$ cat src/rtl/wb_map_pkg.sv
// Wishbone address map, engine ID and sequencer state encoding for wb_job_sequencer.
// WB_JOB_ID_CHECK_EN adds the post-reset ID check states to the state enum.
package wb_map_pkg;

    localparam logic [7:0]  ADDR_W0_LO   = 8'h51;
    localparam logic [7:0]  ADDR_W0_HI   = 8'h52;
    localparam logic [7:0]  ADDR_W0_TOP  = 8'h53;
    localparam logic [7:0]  ADDR_W1_LO   = 8'h54;
    localparam logic [7:0]  ADDR_W1_HI   = 8'h55;
    localparam logic [7:0]  ADDR_W1_TOP  = 8'h56;
    localparam logic [7:0]  ADDR_FEAT_LO = 8'hC0;
    localparam logic [7:0]  ADDR_FEAT_HI = 8'hC8;
    localparam logic [7:0]  ADDR_RESULT  = 8'hA0;
    localparam logic [7:0]  ADDR_ID      = 8'h81;
    localparam logic [31:0] CHIP_ID      = 32'h414D5331;

    localparam logic [2:0]  BEAT_FIRST_W = 3'd0;
    localparam logic [2:0]  BEAT_FEAT_LO = 3'd6;
    localparam logic [2:0]  BEAT_LAST    = 3'd7;

    typedef enum logic [3:0] {
        IDLE,
`ifdef WB_JOB_ID_CHECK_EN
        IDCHK0,
        IDCHK1,
`endif
        WR,
        GAP,
        WAIT,
        RD0,
        RD1,
        HOLD
    } state_t;

    // Beats 0..5 carry the weight sets, 6..7 the feature word.
    function automatic logic [7:0] beat_addr(input logic [2:0] beat, input logic [2:0] idx);
        logic [7:0] a;
        case (beat)
            3'd0:    a = ADDR_W0_LO;
            3'd1:    a = ADDR_W0_HI;
            3'd2:    a = ADDR_W0_TOP;
            3'd3:    a = ADDR_W1_LO;
            3'd4:    a = ADDR_W1_HI;
            3'd5:    a = ADDR_W1_TOP;
            3'd6:    a = ADDR_FEAT_LO | {5'd0, idx};
            default: a = ADDR_FEAT_HI | {5'd0, idx};
        endcase
        return a;
    endfunction

    function automatic logic [31:0] beat_data(input logic [2:0]  beat,
                                              input logic [71:0] wi0,
                                              input logic [71:0] wi1,
                                              input logic [63:0] feat);
        logic [31:0] d;
        case (beat)
            3'd0:    d = wi0[31:0];
            3'd1:    d = wi0[63:32];
            3'd2:    d = {wi0[71:64], 24'h0};
            3'd3:    d = wi1[31:0];
            3'd4:    d = wi1[63:32];
            3'd5:    d = {wi1[71:64], 24'h0};
            3'd6:    d = feat[31:0];
            default: d = feat[63:32];
        endcase
        return d;
    endfunction

endpackage

$ cat src/rtl/wb_beat_timer.sv
// Shared cycle counter: measures WR cycles for the ack timeout and WAIT cycles for engine settle.
module wb_beat_timer #(
    parameter int unsigned WAIT_CYC    = 8,
    parameter int unsigned ACK_TIMEOUT = 15
) (
    input  logic clk_i,
    input  logic rst_ni,
    input  logic wr_active_i,
    input  logic wait_active_i,
    output logic ack_timeout_o,
    output logic wait_done_o
);

    localparam logic [7:0] ACK_LAST  = 8'(ACK_TIMEOUT - 1);
    localparam logic [7:0] WAIT_LAST = 8'(WAIT_CYC - 1);

    logic [7:0] cnt_q;
    logic [7:0] cnt_d;

    // WR and WAIT are always entered from a non-counting state, so one counter serves both.
    always_comb begin
        cnt_d = '0;
        if (wr_active_i || wait_active_i) begin
            cnt_d = cnt_q + 8'd1;
        end
    end

    always_ff @(posedge clk_i) begin
        if (!rst_ni) begin
            cnt_q <= '0;
        end else begin
            cnt_q <= cnt_d;
        end
    end

    assign ack_timeout_o = wr_active_i && (cnt_q == ACK_LAST);
    assign wait_done_o   = wait_active_i && (cnt_q == WAIT_LAST);

endmodule

$ cat src/rtl/wb_job_sequencer.sv
// Job sequencer: streams weight/feature beats to a Wishbone engine, waits, then reads the result.
// Define WB_JOB_ID_CHECK_EN to read and verify the engine ID register after reset.
module wb_job_sequencer
    import wb_map_pkg::*;
#(
    parameter int unsigned WAIT_CYC    = 8,
    parameter int unsigned ACK_TIMEOUT = 15
) (
    input  logic        clk,
    input  logic        rst,
    input  logic        job_valid,
    output logic        job_ready,
    input  logic        job_load_w,
    input  logic [71:0] job_wi0,
    input  logic [71:0] job_wi1,
    input  logic [63:0] job_feat,
    input  logic [2:0]  job_idx,
    output logic        res_valid,
    input  logic        res_ready,
    output logic [31:0] res_data,
    output logic [7:0]  wb_addr,
    output logic [31:0] wb_dout,
    input  logic [31:0] wb_din,
    output logic        wb_cyc,
    output logic        wb_str,
    output logic        wb_we,
    input  logic        wb_ack,
    output logic        busy,
    output logic        err
);

    state_t      state_q;
    logic [2:0]  beat_q;
    logic [2:0]  idx_q;
    logic [71:0] wi0_q;
    logic [71:0] wi1_q;
    logic [63:0] feat_q;
    logic [7:0]  wb_addr_q;
    logic [31:0] wb_dout_q;
    logic        wb_cyc_q;
    logic        wb_str_q;
    logic        wb_we_q;
    logic        job_ready_q;
    logic        res_valid_q;
    logic [31:0] res_data_q;
    logic        busy_q;
    logic        err_q;

    logic [2:0]  beat_d;
    logic [7:0]  addr_d;
    logic [31:0] dout_d;
    logic [2:0]  idx_sel;
    logic [71:0] wi0_sel;
    logic [71:0] wi1_sel;
    logic [63:0] feat_sel;
    logic        ack_timeout;
    logic        wait_done;

    wb_beat_timer #(
        .WAIT_CYC    (WAIT_CYC),
        .ACK_TIMEOUT (ACK_TIMEOUT)
    ) u_beat_timer (
        .clk_i         (clk),
        .rst_ni        (rst),
        .wr_active_i   (state_q == WR),
        .wait_active_i (state_q == WAIT),
        .ack_timeout_o (ack_timeout),
        .wait_done_o   (wait_done)
    );

    // The first beat is launched from the live job inputs so the bus goes up on the acceptance edge.
    always_comb begin
        beat_d   = beat_q + 3'd1;
        idx_sel  = idx_q;
        wi0_sel  = wi0_q;
        wi1_sel  = wi1_q;
        feat_sel = feat_q;
        if (state_q == IDLE) begin
            beat_d   = job_load_w ? BEAT_FIRST_W : BEAT_FEAT_LO;
            idx_sel  = job_idx;
            wi0_sel  = job_wi0;
            wi1_sel  = job_wi1;
            feat_sel = job_feat;
        end
        addr_d = beat_addr(beat_d, idx_sel);
        dout_d = beat_data(beat_d, wi0_sel, wi1_sel, feat_sel);
    end

    always_ff @(posedge clk) begin
        if (!rst) begin
`ifdef WB_JOB_ID_CHECK_EN
            state_q     <= IDCHK0;
            job_ready_q <= 1'b0;
`else
            state_q     <= IDLE;
            job_ready_q <= 1'b1;
`endif
            beat_q      <= '0;
            idx_q       <= '0;
            wi0_q       <= '0;
            wi1_q       <= '0;
            feat_q      <= '0;
            wb_addr_q   <= '0;
            wb_dout_q   <= '0;
            wb_cyc_q    <= 1'b0;
            wb_str_q    <= 1'b0;
            wb_we_q     <= 1'b0;
            res_valid_q <= 1'b0;
            res_data_q  <= '0;
            busy_q      <= 1'b0;
            err_q       <= 1'b0;
        end else begin
            case (state_q)
`ifdef WB_JOB_ID_CHECK_EN
                IDCHK0: begin
                    wb_addr_q <= ADDR_ID;
                    wb_cyc_q  <= 1'b1;
                    wb_str_q  <= 1'b1;
                    busy_q    <= 1'b1;
                    state_q   <= IDCHK1;
                end
                IDCHK1: begin
                    if (wb_din != CHIP_ID) begin
                        err_q <= 1'b1;
                    end
                    wb_addr_q   <= '0;
                    wb_cyc_q    <= 1'b0;
                    wb_str_q    <= 1'b0;
                    busy_q      <= 1'b0;
                    job_ready_q <= 1'b1;
                    state_q     <= IDLE;
                end
`endif
                IDLE: begin
                    if (job_valid && job_ready_q) begin
                        idx_q       <= job_idx;
                        wi0_q       <= job_wi0;
                        wi1_q       <= job_wi1;
                        feat_q      <= job_feat;
                        beat_q      <= beat_d;
                        wb_addr_q   <= addr_d;
                        wb_dout_q   <= dout_d;
                        wb_cyc_q    <= 1'b1;
                        wb_str_q    <= 1'b1;
                        wb_we_q     <= 1'b1;
                        job_ready_q <= 1'b0;
                        busy_q      <= 1'b1;
                        state_q     <= WR;
                    end
                end
                WR: begin
                    if (wb_ack || ack_timeout) begin
                        wb_addr_q <= '0;
                        wb_dout_q <= '0;
                        wb_cyc_q  <= 1'b0;
                        wb_str_q  <= 1'b0;
                        wb_we_q   <= 1'b0;
                    end
                    if (wb_ack) begin
                        state_q <= GAP;
                    end else if (ack_timeout) begin
                        err_q       <= 1'b1;
                        busy_q      <= 1'b0;
                        job_ready_q <= 1'b1;
                        state_q     <= IDLE;
                    end
                end
                GAP: begin
                    if (beat_q == BEAT_LAST) begin
                        state_q <= WAIT;
                    end else begin
                        beat_q    <= beat_d;
                        wb_addr_q <= addr_d;
                        wb_dout_q <= dout_d;
                        wb_cyc_q  <= 1'b1;
                        wb_str_q  <= 1'b1;
                        wb_we_q   <= 1'b1;
                        state_q   <= WR;
                    end
                end
                WAIT: begin
                    if (wait_done) begin
                        wb_addr_q <= ADDR_RESULT;
                        wb_dout_q <= '0;
                        wb_cyc_q  <= 1'b1;
                        wb_str_q  <= 1'b1;
                        wb_we_q   <= 1'b0;
                        state_q   <= RD0;
                    end
                end
                RD0: begin
                    state_q <= RD1;
                end
                RD1: begin
                    res_data_q  <= wb_din;
                    res_valid_q <= 1'b1;
                    wb_addr_q   <= '0;
                    wb_cyc_q    <= 1'b0;
                    wb_str_q    <= 1'b0;
                    state_q     <= HOLD;
                end
                HOLD: begin
                    if (res_ready) begin
                        res_valid_q <= 1'b0;
                        busy_q      <= 1'b0;
                        job_ready_q <= 1'b1;
                        state_q     <= IDLE;
                    end
                end
                default: begin
                    wb_addr_q   <= '0;
                    wb_dout_q   <= '0;
                    wb_cyc_q    <= 1'b0;
                    wb_str_q    <= 1'b0;
                    wb_we_q     <= 1'b0;
                    res_valid_q <= 1'b0;
                    busy_q      <= 1'b0;
                    job_ready_q <= 1'b1;
                    state_q     <= IDLE;
                end
            endcase
        end
    end

    assign job_ready = job_ready_q;
    assign res_valid = res_valid_q;
    assign res_data  = res_data_q;
    assign wb_addr   = wb_addr_q;
    assign wb_dout   = wb_dout_q;
    assign wb_cyc    = wb_cyc_q;
    assign wb_str    = wb_str_q;
    assign wb_we     = wb_we_q;
    assign busy      = busy_q;
    assign err       = err_q;

endmodule
$ cat config.mk
export PLATFORM = sky130hd
export DESIGN_NAME = wb_job_sequencer
export DESIGN_NICKNAME = d
export VERILOG_FILES = /design/src/rtl/wb_map_pkg.sv /design/src/rtl/wb_beat_timer.sv /design/src/rtl/wb_job_sequencer.sv
export SDC_FILE = /design/constraint.sdc
export NUM_CORES = 1
export LEC_CHECK = 0
export ABC_AREA = 0
export CAP_MARGIN = 20
export CORE_UTILIZATION = 53
export DETAILED_ROUTE_END_ITERATION = 16
export GPL_TIMING_DRIVEN = 1
export PLACE_DENSITY = 0.88
export SKIP_CTS_REPAIR_TIMING = 1
export SLEW_MARGIN = 20
export SYNTH_ARGS = -nofsm -noshare
export SYNTH_HDL_FRONTEND = slang
export SYNTH_SLANG_ARGS = --single-unit
$ cat constraint.sdc
create_clock -name clk -period 7.1 [get_ports clk]
set_input_delay 1.065 -clock clk [delete_from_list [all_inputs] [get_ports clk]]
set_output_delay 1.065 -clock clk [all_outputs]
set_load 0.01 [all_outputs]
==> impl_metrics.toml <==
[worst_setup_path]
crit_arrival_ns = 4.39
cp_slowest_cell = "dfxtp_1"
critPathTopFamily = "compound AO/OA/AOI/OAI gates"
crit_path_end_kind = "flop"
cp_cell_sequence = "ha_1 -> ha_1 -> nor4b_2 -> nor4_1 -> o21ai_4 -> a31oi_1 -> a221o_1"
start_kind = "flop"
critical_path_buf_inv_count = 0
r2r_cells = 7
slowest_delay_ns = 0.87
crit_fanout = 27
r2r-end = "wb_dout[19]"
reg2reg_from = "beat_q[0]"
cp.required_ns = 7.56
worst_path_most_repeated_cell = "ha_1"
r2r_slack_ns = 3.17
crit_type = "flop to flop"

[worst_hold_path]
hold_depth = 2
whs_endpoint = "res_data[2]"
hold_start = "res_data[2]"
hold_class = "flop to flop"

[cells_and_area]
fin_nets = 2046
final_util = 0.7389
layout-drive-gt1-share = 0.05779
areaGrowthSynthToFinish_pct = 35.28
final_area_um2 = 16880

[sta]
whs_ns = 0.4523
setup_violations = 0
slew_headroom = 0.2636
rsz0062_at_grt = "no"
fin_skew_ns = 0.01444
tightestPinTransition_ns = 1.105
fin_crit_sh = 0.5541
finalMaxSlewViolations = 0
final.setup.tns_ns = 0
hold_viol = 0
final.min_clock_period_ns = 3.934
max_freq_mhz = 254.2

[power_and_ir_drop]
vdd_ir_drop_max_v = 0.0002072
p_leak_nw = 6.000
p_total_mw = 4.429
p_per_area_nw_per_um2 = 262.4

[detailed_routing]
wl_per_cell_um = 18.85
drtPass1Iterations = 11
ant_nets = 0
detail_route.iter0.violations = 1418
drc = 0
wl_um = 40190
vias_per_cell = 5.934
num_vias = 12651

[synthesis]
synth_top_area_frac = 0.4861
syn-cell-area_um2 = 12480
syn_avg_cell_area_um2 = 8.067
synth.yosys.warnings = 0
syn_nets = 1801
synth_edf_count = 0
synth_top_area_cell = "dfxtp_1"
seq_area_frac_synth = 0.4861
ys.flop_type = "dfxtp_1"
synth_area_leaders = "dfxtp_1, nand2_1, a21oi_1"
synth.distinct_cells = 64
synthTopCellsByCount = "nand2_1, dfxtp_1, a21oi_1, clkbuf_1, nor2_1"
synth_seq_cells = 303
syn_inst = 1547
synthMostInstantiatedCell = "nand2_1"
synth-async-reset-ratio = 0

[global_route]
grt_pass1_wl_um = 62370
grt_pass1_vias = 12089
antenna_found_initial = 2
grt-ovfl-total = 0
track_usage = 0.3221
grt_max_degree = 185

[floorplanning]
rows = 55
die_x_um = 155.4
die_area_um2 = 24160
core_um2 = 22850
ios = 328
die_h_um = 155.4
start_util = 0.5462

[place]
dpl-instance-area_um2 = 15760
place.gp.congestion = 0.8764
dp.final_hpwl_um = 25900
numPortBuffers = 327

[clock_network]
clockRootBuffer = "clkbuf_16"
clkSinkCount = 303
clock_path_buffers = 3
path_clk_slew_ns = 0.06
htree_levels = 1
clock_latency_ns = 0.57
tritoncts = "built"
cts_made_buffers = 31

[run]
drv_cap = 0

[run_status]
status = "finished, final reports clean"
## through the flow
stage | instances | worst slack, ns
floorplan | 1547 | 4.379
global placement | 2071 | 3.294
detailed placement | 2071 | 3.254
CTS | 2129 | 3.307
global route | 2132 | 2.933
finish | 2132 | 3.166
## worst max-delay path by stage
stage,from,to,slack [ns],cells past startpoint
after floorplan,job_load_w,wb_dout[6],4.38,6
after global placement,job_valid,wi1_q[56],3.29,6
after detailed placement,job_valid,wi1_q[56],3.25,6
after CTS,beat_q[0],wb_dout[19],3.31,7
after global routing,beat_q[0],wb_dout[23],2.93,7
final,beat_q[0],wb_dout[19],3.17,7
## cells in the final DEF (no fill, tap or decap), drive strengths merged, types with 17 or more instances in the layout
cell type,synthesis,layout
a22oi,27,27
mux2i,17,17
a222oi,37,37
dfxtp,303,303
nand2,508,508
nor2,46,46
clkbuf,87,40
clkdlybuf4s50,0,326
a21oi,272,272
a221o,26,26
a31oi,17,17
## cell type report
type	instances	area, µm²
Timing Repair Buffer	341	3381
Sequential cell	303	6066
Multi-Input combinational cell	1111	5913
Inverter	4	22.52
Fill cell	1702	5964
Tap cell	313	391.6
Clock buffer	40	879.6
Clock inverter	18	224.0
Antenna cell	2	5.005
## routing by layer
metal	vias up	wire, µm	part of all wire	GRT usage
met2	730	18540	0.46	0.5138
li1	5888	-	-	-
met4	0	2167	0.054	0.1788
met1	5863	15840	0.39	0.4181
met5	-	0	0	0
met3	170	3639	0.091	0.04958
## tightest hold or removal path, cell delays in order, from the launching register on
cell and delay [ns]:
dfxtp_1 0.31, nand2_1 0.05, a21oi_1 0.05
## where the power goes
group	switching [mW]	total, mW	internal (mW)	leakage [nW]
logic	0.433	0.770	0.336	2.98
clock network	0.692	1.74	1.05	0.549
registers	0.0844	1.92	1.83	2.48
## logic make-up after synthesis
group / synth area share
xor gates and xnor gates: 0.004211
adders and majority gates: 0.005013
buffers and inverters: 0.04562
DFF: 0.4861
and+or+nand+nor: 0.2032
AOI/OAI and AO/OA: 0.2305
muxes: 0.02537
## sequential cells by signal, summed over array words and instances, names as in the netlist, 8 cells and up
register / count
feat_q: 64
res_data: 32
u_beat_timer.cnt_q: 8
wb_addr: 8
wb_dout: 32
wi0_q: 72
wi1_q: 72
No activity file was read; power rests on OpenSTA's default activity.
